==> src/rtl/canny_pkg.sv <==
// ----------------------------------------------------------------------------
// canny_pkg
//   Shared types and constants for the Canny frame sequencer.
//   - canny_ctrl_st_t : controller FSM states
//   - FRAME_CNT_W     : width of the completed-frame counter
//   - cnt_width()     : counter width for a modulus n, never narrower than 1 bit
// ----------------------------------------------------------------------------
package canny_pkg;

   typedef enum logic [2:0] {
      IDLE     = 3'd0,
      STREAM   = 3'd1,
      GAP      = 3'd2,
      WAIT_RES = 3'd3,
      DONE     = 3'd4
   } canny_ctrl_st_t;

   localparam int FRAME_CNT_W = 16;

   // $clog2(1) is 0, so a modulus of 1 still needs a one-bit counter.
   function automatic int cnt_width(input int n);
      return (n > 1) ? $clog2(n) : 1;
   endfunction

endpackage

==> src/rtl/raster_cnt.sv <==
// ----------------------------------------------------------------------------
// raster_cnt
//   Column/row position of the next pixel to be accepted, and the raster
//   flags derived from it.
// Ports
//   clk_i   in  clock
//   rst_ni  in  asynchronous active-low reset
//   clr_i   in  return to column 0 / row 0 (frame cancelled)
//   adv_i   in  one pixel consumed: advance the position
//   sol_o   out current position is the first column
//   eol_o   out current position is the last column
//   sof_o   out current position is the first pixel of the frame
//   eof_o   out current position is the last pixel of the frame
// ----------------------------------------------------------------------------
module raster_cnt
   import canny_pkg::*;
#(
   parameter int W = 640,
   parameter int H = 480
) (
   input  logic clk_i,
   input  logic rst_ni,
   input  logic clr_i,
   input  logic adv_i,
   output logic sol_o,
   output logic eol_o,
   output logic sof_o,
   output logic eof_o
);

   localparam int CW = cnt_width(W);
   localparam int RW = cnt_width(H);
   localparam logic [CW-1:0] COL_LAST = CW'(W - 1);
   localparam logic [RW-1:0] ROW_LAST = RW'(H - 1);

   logic [CW-1:0] col_q, col_d;
   logic [RW-1:0] row_q, row_d;
   logic          last_col, last_row;

   assign last_col = (col_q == COL_LAST);
   assign last_row = (row_q == ROW_LAST);

   assign sol_o = (col_q == '0);
   assign eol_o = last_col;
   assign sof_o = (col_q == '0) && (row_q == '0);
   assign eof_o = last_col && last_row;

   always_comb begin
      col_d = col_q;
      row_d = row_q;
      if (clr_i) begin
         col_d = '0;
         row_d = '0;
      end else if (adv_i) begin
         if (last_col) begin
            col_d = '0;
            // Wrapping the row on the last pixel leaves the counter ready for the next frame.
            row_d = last_row ? '0 : row_q + 1'b1;
         end else begin
            col_d = col_q + 1'b1;
         end
      end
   end

   always_ff @(posedge clk_i or negedge rst_ni) begin
      if (!rst_ni) begin
         col_q <= '0;
         row_q <= '0;
      end else begin
         col_q <= col_d;
         row_q <= row_d;
      end
   end

endmodule

==> src/rtl/canny_frame_ctrl.sv <==
// ----------------------------------------------------------------------------
// canny_frame_ctrl
//   Frame sequencer in front of the Canny pipeline. After a start request it
//   takes FRAME_WIDTH x FRAME_HEIGHT RGB pixels from a valid/ready source,
//   forwards them one cycle later with SOF/EOF/SOL/EOL markers, idles
//   LINE_GAP cycles after every line, then waits for the pipeline result.
// Ports
//   clk_i          in  clock
//   rst_ni         in  asynchronous active-low reset
//   start_i        in  one-cycle request to process a frame (ignored while busy)
//   abort_i        in  cancel the current frame, highest priority
//   src_val_i      in  source pixel valid
//   src_rdy_o      out controller ready for a source pixel (combinational)
//   src_data_i     in  source RGB pixel
//   pix_val_o      out pipeline pixel valid
//   pix_sof_o      out first pixel of frame
//   pix_eof_o      out last pixel of frame
//   pix_sol_o      out first pixel of line
//   pix_eol_o      out last pixel of line
//   pix_data_o     out pipeline pixel data (holds between beats)
//   canny_val_i    in  pipeline result valid
//   busy_o         out controller not idle
//   done_o         out one-cycle pulse: result frame valid
//   timeout_err_o  out one-cycle pulse: no result within TIMEOUT_CYC cycles
//   frame_cnt_o    out completed frames, wrapping
// ----------------------------------------------------------------------------
module canny_frame_ctrl
   import canny_pkg::*;
#(
   parameter int FRAME_WIDTH  = 640,
   parameter int FRAME_HEIGHT = 480,
   parameter int PIX_WIDTH    = 24,
   parameter int LINE_GAP     = 4,
   parameter int TIMEOUT_CYC  = 1048576
) (
   input  logic                   clk_i,
   input  logic                   rst_ni,
   input  logic                   start_i,
   input  logic                   abort_i,
   input  logic                   src_val_i,
   output logic                   src_rdy_o,
   input  logic [PIX_WIDTH-1:0]   src_data_i,
   output logic                   pix_val_o,
   output logic                   pix_sof_o,
   output logic                   pix_eof_o,
   output logic                   pix_sol_o,
   output logic                   pix_eol_o,
   output logic [PIX_WIDTH-1:0]   pix_data_o,
   input  logic                   canny_val_i,
   output logic                   busy_o,
   output logic                   done_o,
   output logic                   timeout_err_o,
   output logic [FRAME_CNT_W-1:0] frame_cnt_o
);

   localparam int GW = cnt_width(LINE_GAP);
   localparam int TW = cnt_width(TIMEOUT_CYC);
   localparam logic [GW-1:0] GAP_LAST = GW'((LINE_GAP > 0) ? LINE_GAP - 1 : 0);
   localparam logic [TW-1:0] TMO_LAST = TW'(TIMEOUT_CYC - 1);

   canny_ctrl_st_t         state_q, state_d;
   logic [GW-1:0]          gap_q, gap_d;
   logic [TW-1:0]          tmo_q, tmo_d;
   logic                   done_q, done_d;
   logic                   tmo_err_q, tmo_err_d;
   logic [FRAME_CNT_W-1:0] frame_cnt_q, frame_cnt_d;

   logic                   pix_val_q, pix_sof_q, pix_eof_q, pix_sol_q, pix_eol_q;
   logic [PIX_WIDTH-1:0]   pix_data_q;

   logic accept;
   logic beat;
   logic r_sol, r_eol, r_sof, r_eof;

   assign src_rdy_o = (state_q == STREAM);
   assign accept    = src_val_i && src_rdy_o;
   // A pixel handed over in the same cycle as an abort is dropped, not forwarded.
   assign beat      = accept && !abort_i;

   raster_cnt #(
      .W (FRAME_WIDTH),
      .H (FRAME_HEIGHT)
   ) u_raster (
      .clk_i  (clk_i),
      .rst_ni (rst_ni),
      .clr_i  (abort_i),
      .adv_i  (beat),
      .sol_o  (r_sol),
      .eol_o  (r_eol),
      .sof_o  (r_sof),
      .eof_o  (r_eof)
   );

   always_comb begin
      state_d     = state_q;
      gap_d       = gap_q;
      tmo_d       = tmo_q;
      done_d      = 1'b0;
      tmo_err_d   = 1'b0;
      frame_cnt_d = frame_cnt_q;
      if (abort_i) begin
         state_d = IDLE;
         gap_d   = '0;
         tmo_d   = '0;
      end else begin
         unique case (state_q)
            IDLE: begin
               if (start_i) state_d = STREAM;
            end
            STREAM: begin
               if (accept && r_eof) begin
                  state_d = WAIT_RES;
               end else if (accept && r_eol && (LINE_GAP > 0)) begin
                  state_d = GAP;
                  gap_d   = '0;
               end
            end
            GAP: begin
               if (gap_q == GAP_LAST) begin
                  state_d = STREAM;
                  gap_d   = '0;
               end else begin
                  gap_d = gap_q + 1'b1;
               end
            end
            WAIT_RES: begin
               // A result arriving on the final timeout cycle still counts as success.
               if (canny_val_i) begin
                  state_d     = DONE;
                  tmo_d       = '0;
                  done_d      = 1'b1;
                  frame_cnt_d = frame_cnt_q + 1'b1;
               end else if (tmo_q == TMO_LAST) begin
                  state_d   = IDLE;
                  tmo_d     = '0;
                  tmo_err_d = 1'b1;
               end else begin
                  tmo_d = tmo_q + 1'b1;
               end
            end
            DONE: begin
               state_d = IDLE;
            end
            default: begin
               state_d = IDLE;
            end
         endcase
      end
   end

   always_ff @(posedge clk_i or negedge rst_ni) begin
      if (!rst_ni) begin
         state_q     <= IDLE;
         gap_q       <= '0;
         tmo_q       <= '0;
         done_q      <= 1'b0;
         tmo_err_q   <= 1'b0;
         frame_cnt_q <= '0;
         pix_val_q   <= 1'b0;
         pix_sof_q   <= 1'b0;
         pix_eof_q   <= 1'b0;
         pix_sol_q   <= 1'b0;
         pix_eol_q   <= 1'b0;
         pix_data_q  <= '0;
      end else begin
         state_q     <= state_d;
         gap_q       <= gap_d;
         tmo_q       <= tmo_d;
         done_q      <= done_d;
         tmo_err_q   <= tmo_err_d;
         frame_cnt_q <= frame_cnt_d;
         pix_val_q   <= beat;
         pix_sof_q   <= beat && r_sof;
         pix_eof_q   <= beat && r_eof;
         pix_sol_q   <= beat && r_sol;
         pix_eol_q   <= beat && r_eol;
         if (beat) pix_data_q <= src_data_i;
      end
   end

   assign pix_val_o     = pix_val_q;
   assign pix_sof_o     = pix_sof_q;
   assign pix_eof_o     = pix_eof_q;
   assign pix_sol_o     = pix_sol_q;
   assign pix_eol_o     = pix_eol_q;
   assign pix_data_o    = pix_data_q;
   assign busy_o        = (state_q != IDLE);
   assign done_o        = done_q;
   assign timeout_err_o = tmo_err_q;
   assign frame_cnt_o   = frame_cnt_q;

endmodule

==> config.mk <==
export PLATFORM = sky130hd
export DESIGN_NAME = canny_frame_ctrl
export DESIGN_NICKNAME = d
export VERILOG_FILES = /design/src/rtl/canny_pkg.sv /design/src/rtl/raster_cnt.sv /design/src/rtl/canny_frame_ctrl.sv
export SDC_FILE = /design/constraint.sdc
export NUM_CORES = 1
export LEC_CHECK = 0
export BUFFER_PORTS_ARGS = -buffer_cell sky130_fd_sc_hd__buf_2
export CAP_MARGIN = 20
export CORE_MARGIN = 3
export CORE_UTILIZATION = 50
export CTS_CLUSTER_SIZE = 28
export DETAILED_ROUTE_END_ITERATION = 6
export PLACE_DENSITY = 0.76
export RECOVER_POWER = 50
export SYNTH_ARGS = -nofsm -noshare
export SYNTH_HDL_FRONTEND = slang
export SYNTH_SLANG_ARGS = --single-unit
export TNS_END_PERCENT = 5
==> constraint.sdc <==
create_clock -name clk_i -period 1.9 [get_ports clk_i]
set_clock_uncertainty 0.15 [all_clocks]
set_input_delay 0.38 -clock clk_i [delete_from_list [all_inputs] [get_ports clk_i]]
set_output_delay 0.38 -clock clk_i [all_outputs]
set_load 0.02 [all_outputs]
==> results of run 1 <==
[per-layer routing]
metal  vias up  GRT usage  wire length (um)
met2        99     0.3657              5136
met5         -          0                 0
met3        16    0.04558               498
li1       1840          -                 -
met4         0    0.07773               179
met1      1803     0.2827              4562
[synthesized netlist by cell type (4+ instances only)]
| library cell | count |
|---|---|
| nor2_1 | 24 |
| and3_1 | 13 |
| xnor2_1 | 12 |
| and4_1 | 9 |
| nand4_1 | 11 |
| nand3_1 | 23 |
| clkbuf_1 | 8 |
| o21ai_1 | 8 |
| or3_1 | 6 |
| ha_1 | 7 |
| o21ai_0 | 26 |
| nor4_1 | 6 |
| xor2_1 | 11 |
| a22o_1 | 5 |
| inv_1 | 17 |
| buf_2 | 4 |
| nor3_1 | 6 |
| a21oi_1 | 20 |
| a21o_1 | 5 |
| nand2_1 | 109 |
| dfrtp_1 | 91 |
| a31oi_1 | 5 |
[cells in the final DEF, fill, tap and decap left out, types with 4 or more instances in the layout]
cell	synthesis	final
dfrtp_1	91	90
xor2_1	11	11
ha_1	7	5
clkbuf_8	0	10
a31oi_1	5	5
nand3_1	23	22
nand2_1	109	109
nor4_1	6	6
a22o_1	5	5
and4_1	9	8
a21oi_1	20	20
nand4_1	11	11
xnor2_1	12	12
and3_1	13	10
a21o_1	5	4
buf_2	4	65
nor2_1	24	22
clkbuf_1	8	12
or3_1	6	6
o21ai_0	26	23
o21ai_1	8	11
nor3_1	6	5
buf_4	1	35
inv_1	17	16
[timing repair]
action	4_1_cts	5_1_grt
hold buffers	1	0
pin swaps	1	1
endpoints found under the setup margin	6	59
endpoints found under the hold margin	30	0
resized for setup	7	13
[registers in the layout (all words and copies together) (netlist names)]
signal	cells
pix_val_o	1
pix_sof_o	1
pix_sol_o	1
pix_eof_o	1
tmo_q	20
state_q	3
u_raster.row_q	9
timeout_err_o	1
pix_data_o	24
done_o	1
u_raster.col_q	10
frame_cnt_o	16
pix_eol_o	1
gap_q	2
[power groups by stage]
| stage | Clock [mW] | Sequential, mW | Combinational, mW |
|---|---|---|---|
| floorplan | 0 | 2.79 | 0.559 |
| global placement | 0 | 2.45 | 1.46 |
| detailed placement | 0 | 2.46 | 1.50 |
| CTS | 1.55 | 2.42 | 1.52 |
| global route | 1.64 | 2.47 | 1.63 |
| finish | 1.52 | 2.43 | 1.48 |
[worst paths after layout]
path | start | depth (start not counted) | slack (ns) | end
max in group asynchronous | rst_ni | 3 | 0.24 | tmo_q[18]
hold / removal | src_data_i[0] | 3 | 0.05 | pix_data_o[0]
setup / recovery | u_raster.row_q[0] | 6 | -0.08 | u_raster.row_q[3]
min in group asynchronous | rst_ni | 2 | 0.47 | pix_data_o[5]
hold reg to reg | pix_data_o[4] | 2 | 0.32 | pix_data_o[4]
setup reg to reg | u_raster.row_q[0] | 6 | -0.08 | u_raster.row_q[3]
[stage by stage]
stage / instance area (um^2) / setup TNS [ns] / util / setup WS [ns]
6_report: 5398 / -0.1162 / 0.6440 / -0.08356
3_3_place_gp: 5164 / 0 / 0.6161 / 0.007033
3_5_place_dp: 5164 / -0.8526 / 0.6161 / -0.06174
4_1_cts: 5425 / -0.08132 / 0.6473 / -0.07268
5_1_grt: 5398 / -0.8875 / 0.6440 / -0.1185
2_1_floorplan: 4409 / -0.3604 / - / -0.06208
[tightest hold or removal path, delay by kind of cell]
family | cells | cell delay (ns)
and+or+nand+nor | 2 | 0.09
buffers and inverters | 1 | 0.07
[cell type report]
type,instances,area [um^2],share of cell area
Inverter,18,70.07,0.01298
Timing Repair Buffer,117,670.6,0.1242
Sequential cell,91,2278,0.4221
Clock buffer,10,137.6,0.02550
Clock inverter,6,96.34,0.01785
Multi-Input combinational cell,343,2013,0.3730
Tap cell,105,131.4,0.02434
[cell families after synthesis]
kind of cell | after synthesis | synth area share
adders and majority gates | 7 | 0.01997
buffers and inverters | 36 | 0.03652
xor gates and xnor gates | 23 | 0.04593
muxes | 5 | 0.01198
DFF | 91 | 0.5193
and+or+nand+nor | 230 | 0.2611
AOI/OAI and AO/OA | 78 | 0.1053
==> flow_summary_export.csv, run 1 <==
group,metric,value,unit
route,drc,0,
yosys,synth-main-ff-cell,"dfrtp_1",
power_and_ir_drop,internal-power,3.543,mW
yosys,syn_inst,470,
worst_setup_path,path_delay_family,"simple AND/OR/NAND/NOR gates",
cells_and_area,drive_gt1_frac,0.2581,
power_and_ir_drop,pwr-share-clk,0.280,
clock_network,insertion_delay,0.37,ns
power_and_ir_drop,total_power,5.434,mW
worst_setup_path,end_kind,"flop",
sta,max_clock_freq,504.1,MHz
power_and_ir_drop,p_sw_frac,0.3480,
cells_and_area,fill_cells,694,
global_routing,grt-ovfl-total,0,
route,routed_wl,10380,um
outcome,run_status,"finished, violations left",
route,dr.pass1.iters,5,
die,rows,33,
yosys,syn_avg_cell_area,9.331,um^2
hold_path,min_path_type,"input pin to flop",
sta,max_slew_margin,0.4614,
die,initial_core_util,0.5232,
yosys,synth_edf_count,0,
place,numPortBuffers,78,
route,drtIter0Drc,147,
die,coreArea,0.008382,mm^2
route,antenna_left,0,
power_and_ir_drop,seqPwrFrac,0.447,
place,dpl.hpwl,7517,um
power_and_ir_drop,power_density,1007,mW/mm^2
worst_setup_path,cp_slowest_cell,"or4_4",
sta,min_period,1.984,ns
die,fp.dieH,99.66,um
place,gp_congestion,0.8775,
global_routing,grt_pass1_wl,17620,um
sta,rsz0062_at_grt,"true",
power_and_ir_drop,ir_drop,531.7,uV
job,drv_cap,0,
clock_network,cts_tree,"built",
global_routing,grt_max_degree,34,
clock_network,numClockSinks,91,
yosys,synth.area.top_cells,"dfrtp_1, nand2_1, o21ai_0",
clock_network,cts_buffers,9,
global_routing,grt_pass1_vias,3688,
yosys,async_flop_share,1.000,
worst_setup_path,critical_path_class,"flop to flop",
power_and_ir_drop,p_leak,2.683,nW
worst_setup_path,crit_required,2.01,ns
sta,holdWs,0.04592,ns
worst_setup_path,arrival,2.10,ns
clock_network,postCtsSetupRepairBufs,0,
global_routing,antenna_found_initial,0,
cells_and_area,areaGrowthSynthToFinish,23.08,%
die,dieArea,0.009931,mm^2
cells_and_area,fin_nets,617,
route,routedWlPerCell,15.04,um
place,place_inst,673,
worst_setup_path,crit_path_max_incr_delay,0.54,ns
worst_setup_path,cp-start-kind,"flop",
clock_network,path_clk_slew,0.10,ns
outcome,failed_checks,"negative setup slack",
yosys,yosys_warnings,0,
route,vias,3758,
sta,worst_slew_pin_slew,0.8079,ns
die,io_pins,79,
global_routing,globalRouteTotalUtil,0.2188,
yosys,synth_area,0.004385,mm^2
cells_and_area,stdcell_count,690,
sta,worst_slack,-0.08356,ns
yosys,yosys_register_bits,91,
yosys,syn-num-nets,507,
sta,final-setup-viol-count,3,
power_and_ir_drop,switching_power,1.891,mW
yosys,ys_seq_area_frac,0.5193,
route,viasPerCell,5.446,
sta,slew_viol_final,0,
sta,fin_crit_sh,1.044,
power_and_ir_drop,pwr-share-comb,0.273,
sta,final_hold_viol_count,0,
clock_network,cts_root_buf,"clkbuf_8",
yosys,synth_top_area_cell,"dfrtp_1",
yosys,synth.top_cell.area_share,0.5193,
worst_setup_path,worst-path-buf-inv,0,
yosys,synth_cell_types,49,
worst_setup_path,path_max_fanout,6,
clock_network,cts_htree_levels,3,
cells_and_area,insertedDiodeCount,0,
clock_network,ctsLongestPathBuffers,2,
worst_setup_path,crit_path_cell_trace,"ha_2 -> nand4_1 -> or4_4 -> nor3b_4 -> a21o_1 -> a22o_1",
die,dieWidth,99.66,um
Note: power is estimated with default switching activity, not from simulation.
==> run 2: changes to the inputs <==
- RECOVER_POWER: 50 -> default
==> run 2 against run 1 <==
  * The run still ends with negative setup slack left
  * Via count rose by 0.32%
  * Worst hold slack improved by 0.0010 ns
  * Sequential share of layout area fell by 0.43 points
  * Clock power barely moved
  * Combinational power barely moved
  * Register-to-register slack barely moved
  * Cell area rose by 1.1%
  * Non-clock buffer count did not move
  * Global-route usage did not move
  * First-iteration DRC count rose by 2.0%
  * Clock-buffer cell count did not move
  * Largest power group unchanged
==> flow_summary_export.csv, run 2 (synthesis gave the netlist of run 1 again) <==
group,metric,value,unit
clock_network,path_clk_slew,0.09,ns
global_routing,grt-ovfl-total,0,
cells_and_area,largest_reg_flops,24,
clock_network,cts_root_buf,"clkbuf_8",
hold_path,min_path_type,"input pin to flop",
route,routedWlPerCell,14.93,um
cells_and_area,utilization,0.6510,
global_routing,antenna_found_initial,0,
sta,max_clock_freq,503.5,MHz
place,dpl.hpwl,7517,um
cells_and_area,layout_commonest_cell,"nand2_1",
cells_and_area,insertedDiodeCount,0,
power_and_ir_drop,internal-power,3.568,mW
power_and_ir_drop,pwr-share-clk,0.279,
job,drv_cap,0,
sta,max_slew_margin,0.6926,
die,coreArea,0.008382,mm^2
global_routing,grtUsageMet3,0.04558,
global_routing,grt_pass1_vias,3688,
cells_and_area,fin_nets,617,
worst_setup_path,path_max_fanout,6,
sta,min_period,1.986,ns
sta,final_hold_viol_count,0,
route,routed_wl,10300,um
power_and_ir_drop,p_sw_frac,0.3462,
route,drc,0,
power_and_ir_drop,pwr-share-comb,0.276,
worst_setup_path,end_kind,"flop",
power_and_ir_drop,total_power,5.457,mW
global_routing,grt_use_met2,0.3657,
place,gp_congestion,0.8775,
global_routing,use_met1,0.2827,
outcome,run_status,"finished, violations left",
die,io_pins,79,
cells_and_area,drive_gt1_frac,0.2803,
die,rows,33,
die,dieWidth,99.66,um
route,vias,3770,
clock_network,cts_tree,"built",
place,pre_cts_ws,-0.06174,ns
route,drtIter0Drc,150,
worst_setup_path,arrival,2.10,ns
power_and_ir_drop,p_leak,2.744,nW
sta,rsz0062_at_grt,"true",
power_and_ir_drop,switching_power,1.889,mW
clock_network,insertion_delay,0.37,ns
die,fp.dieH,99.66,um
cells_and_area,areaGrowthSynthToFinish,24.42,%
worst_setup_path,crit_required,2.01,ns
clock_network,ctsLongestPathBuffers,2,
cells_and_area,final_cell_mix,"nand2_1, dfrtp_1, buf_2, buf_4, o21ai_0",
worst_setup_path,cp-start-kind,"flop",
route,dr.pass1.iters,5,
sta,holdWs,0.04694,ns
outcome,failed_checks,"negative setup slack",
place,numPortBuffers,78,
worst_setup_path,critical_path_class,"flop to flop",
global_routing,grt_busiest_layer,"met2",
die,dieArea,0.009931,mm^2
sta,slew_viol_final,0,
global_routing,grt_pass1_wl,17620,um
route,viasPerCell,5.464,
clock_network,numClockSinks,91,
global_routing,grt_max_degree,34,
die,initial_core_util,0.5232,
sta,worst_slew_pin_slew,0.4611,ns
clock_network,cts_buffers,9,
power_and_ir_drop,power_density,1000,mW/mm^2
clock_network,postCtsSetupRepairBufs,0,
sta,fin_crit_sh,1.045,
power_and_ir_drop,ir_drop,530.7,uV
route,antenna_left,0,
power_and_ir_drop,seqPwrFrac,0.445,
sta,final-setup-viol-count,2,
clock_network,cts_htree_levels,3,
sta,worst_slack,-0.08621,ns
global_routing,globalRouteTotalUtil,0.2188,
[run 2: cell types whose count changed in the layout (fill, tap and decap cells not counted), sizes merged]
cell	delta
buf	+16
clkbuf	-16
[run 2: cell type report]
cell class,instances,area (um^2)
inverter,18,70.07
timing repair buffer,117,728.2
fill,688,2925
clock buffer,10,137.6
clock inverter,6,96.34
multi-input combinational,343,2013
sequential,91,2280
tap,105,131.4
[run 2: power groups by stage]
stage	clock [mW]	sequential, mW	combinational [mW]
floorplan	0	2.79	0.559
global placement	0	2.45	1.46
detailed placement	0	2.46	1.50
CTS	1.55	2.42	1.52
global route	1.64	2.47	1.65
finish	1.52	2.43	1.51
[run 2: timing repair]
| action | CTS | global route |
|---|---|---|
| setup endpoints to repair | 6 | 59 |
| pin swaps | 1 | 1 |
| hold buffers | 1 | 0 |
| resized for setup | 7 | 13 |
| endpoints found under the hold margin | 30 | 0 |
[run 2: metrics by stage]
stage / cell area (um^2) / instances / TNS [ns]
6_report: 5456 / 690 / -0.1085
5_1_grt: 5456 / 690 / -0.7828
4_1_cts: 5425 / 690 / -0.08132
3_5_place_dp: 5164 / 673 / -0.8526
3_3_place_gp: 5164 / 673 / 0
2_1_floorplan: 4409 / 470 / -0.3604
[run 2: worst paths after layout]
check	from	endpoint	slack, ns	cells past startpoint
max	u_raster.row_q[0]	u_raster.row_q[3]	-0.09	6
min	src_data_i[0]	pix_data_o[0]	0.05	3
max in group asynchronous	rst_ni	state_q[2]	0.75	3
min in group asynchronous	rst_ni	pix_data_o[6]	0.35	2
max reg2reg	u_raster.row_q[0]	u_raster.row_q[3]	-0.09	6
min reg2reg	pix_data_o[4]	pix_data_o[4]	0.32	2
[run 2: critical path, cell delays in order, from the launching register on]
cell,delay [ns]
dfrtp_1,0.37
ha_2,0.18
nand4_1,0.12
or4_4,0.54
nor3b_4,0.20
a21o_1,0.16
a22o_1,0.17
[run 2: routing by layer]
metal  part of all wire  wire length, um
met1               0.44             4551
met2               0.50             5114
met3              0.044              457
met4              0.017              179
met5                  0                0
==> run 3: changes to the inputs <==
- CORE_UTILIZATION: 50 -> 52
- CTS_BUF_LIST: default -> sky130_fd_sc_hd__clkbuf_2 sky130_fd_sc_hd__clkbuf_4 sky130_fd_sc_hd__clkbuf_8
- PLACE_DENSITY: 0.76 -> 0.78
==> run 3 against run 2 <==
  * The run still ends with negative setup slack left
  * Core utilization grew 3.5 points
  * Final cell count increased by 0.87%
  * Global-route usage grew 0.60 points
  * First-iteration DRC count grew 32%
  * Clock-buffer cell count did not move
  * Combinational power about the same
  * Critical path depth stayed put
  * Clock power shrank 13%
  * Setup slack improved by 0.051 ns
  * Critical path type unchanged
  * Critical endpoint unchanged
  * Largest cell class unchanged
==> flow_summary_export.csv, run 3 (synthesis gave the netlist of run 1 again) <==
group,metric,value,unit
outcome,run_status,"finished, violations left",
outcome,failed_checks,"negative setup slack",
power_and_ir_drop,pwr-share-clk,0.250,
sta,worst_slew_pin_slew,0.4056,ns
place,dpl.hpwl,7518,um
cells_and_area,fin_nets,626,
global_routing,grt-ovfl-total,0,
place,pre_cts_ws,-0.03897,ns
cells_and_area,largest_reg_flops,24,
worst_setup_path,path_max_fanout,6,
power_and_ir_drop,seqPwrFrac,0.460,
worst_setup_path,crit_required,2.01,ns
sta,min_period,1.936,ns
clock_network,cts_root_buf,"clkbuf_8",
power_and_ir_drop,total_power,5.295,mW
sta,max_slew_margin,0.7296,
worst_setup_path,cp-start-kind,"flop",
worst_setup_path,arrival,2.05,ns
cells_and_area,layout_commonest_cell,"nand2_1",
die,initial_core_util,0.5504,
sta,slew_viol_final,0,
power_and_ir_drop,p_leak,2.768,nW
place,gp_congestion,0.8265,
die,dieWidth,97.84,um
die,fp.dieH,97.84,um
worst_setup_path,worst-path-buf-inv,0,
sta,rsz0062_at_grt,"true",
route,drtIter0Drc,198,
hold_path,hold_depth,3,
global_routing,antenna_found_initial,0,
power_and_ir_drop,power_density,968.6,mW/mm^2
global_routing,grt_pass1_wl,17800,um
route,viasPerCell,5.585,
global_routing,grt_max_degree,57,
global_routing,globalRouteTotalUtil,0.2248,
clock_network,ctsLongestPathBuffers,2,
worst_setup_path,end_kind,"flop",
global_routing,grt_pass1_vias,3909,
sta,worst_slack,-0.03565,ns
clock_network,cts_buffers,9,
sta,final_hold_viol_count,0,
power_and_ir_drop,pwr-share-comb,0.290,
worst_setup_path,path_delay_family,"simple AND/OR/NAND/NOR gates",
worst_setup_path,crit_path_max_incr_delay,0.53,ns
cells_and_area,fill_cells,622,
worst_setup_path,critical_path_class,"flop to flop",
clock_network,cts_htree_levels,3,
power_and_ir_drop,internal-power,3.416,mW
die,dieArea,0.009572,mm^2
sta,setup_tns,-0.1183,ns
worst_setup_path,cp.depth,6,
clock_network,insertion_delay,0.36,ns
route,antenna_left,0,
die,coreArea,0.007968,mm^2
cells_and_area,insertedDiodeCount,0,
die,rows,32,
worst_setup_path,cp_slowest_cell,"or4_4",
worst_setup_path,r2r_cells,6,
clock_network,path_clk_slew,0.09,ns
cells_and_area,drive_gt1_frac,0.2896,
route,vias,3887,
cells_and_area,areaGrowthSynthToFinish,24.65,%
place,numPortBuffers,78,
route,routedWlPerCell,15.28,um
cells_and_area,final_cell_mix,"nand2_1, dfrtp_1, buf_2, buf_4",
hold_path,min_path_type,"input pin to flop",
sta,holdWs,0.04507,ns
clock_network,cts_tree,"built",
sta,max_clock_freq,516.6,MHz
die,io_pins,79,
route,dr.pass1.iters,4,
sta,final-setup-viol-count,4,
route,drc,0,
job,drv_cap,0,
power_and_ir_drop,p_sw_frac,0.3549,
worst_setup_path,crit_path_cell_trace,"ha_2 -> nand4_1 -> or4_4 -> nor3b_4 -> a21o_1 -> a22o_1",
power_and_ir_drop,switching_power,1.879,mW
route,routed_wl,10630,um
power_and_ir_drop,ir_drop,504.2,uV
clock_network,numClockSinks,91,
sta,fin_crit_sh,1.019,
## run 3: cell count changes in the layout (fill, tap and decap cells not counted), moves of 2 or more
cell | previous run | this run
buf_4 | 37 | 48
dfrtp_2 | 2 | 0
buf_12 | 3 | 1
clkinv_2 | 0 | 2
dfrtp_1 | 89 | 91
## run 3: area by class of cell
type | instances | area, um^2 | area share
sequential | 91 | 2277 | 0.4166
multi-input combinational | 343 | 2024 | 0.3703
timing repair buffer | 126 | 770.7 | 0.1410
clock buffer | 10 | 131.4 | 0.02403
tap | 102 | 127.6 | 0.02335
inverter | 18 | 70.07 | 0.01282
clock inverter | 6 | 65.06 | 0.01190
## run 3: worst paths after layout
path / start / to / slack [ns]
min in group asynchronous: rst_ni / pix_data_o[7] / 0.21
hold / removal: src_data_i[13] / pix_data_o[13] / 0.05
setup / recovery: u_raster.row_q[1] / u_raster.row_q[3] / -0.04
max in group asynchronous: rst_ni / gap_q[1] / 0.81
setup reg to reg: u_raster.row_q[1] / u_raster.row_q[3] / -0.04
hold reg to reg: frame_cnt_o[15] / frame_cnt_o[15] / 0.31
## run 3: per-stage QoR
step,utilization,std cells,instance area (um^2)
after floorplan,-,470,4409
after global placement,0.6482,674,5165
after detailed placement,0.6482,674,5165
after CTS,0.6773,692,5396
after global routing,0.6861,696,5466
final,0.6861,696,5466
## run 3: timing repair
item,4_1_cts,5_1_grt
buffers inserted,1,4
hold endpoints to repair,91,0
hold buffers,1,0
setup endpoints to repair,12,59
resized for setup,6,15
pin swaps,2,8
## run 3: tightest hold or removal path: stages
cell and delay, ns:
buf_2 0.07, nand2_1 0.04, nand2_1 0.04
## run 3: power groups by stage
stage	Sequential [mW]	Clock (mW)	Combinational [mW]
after global routing	2.47	1.44	1.67
final	2.44	1.32	1.53
after floorplan	2.79	0	0.559
after CTS	2.43	1.35	1.52
after detailed placement	2.47	0	1.50
after global placement	2.45	0	1.45
## run 3: layer usage
| metal | vias to the layer above | part of all wire | global-route usage |
|---|---|---|---|
| li1 | 1852 | - | - |
| met1 | 1911 | 0.41 | 0.2685 |
| met3 | 19 | 0.044 | 0.05786 |
| met2 | 105 | 0.53 | 0.4000 |
| met5 | - | 0 | 0 |
| met4 | 0 | 0.015 | 0.06496 |
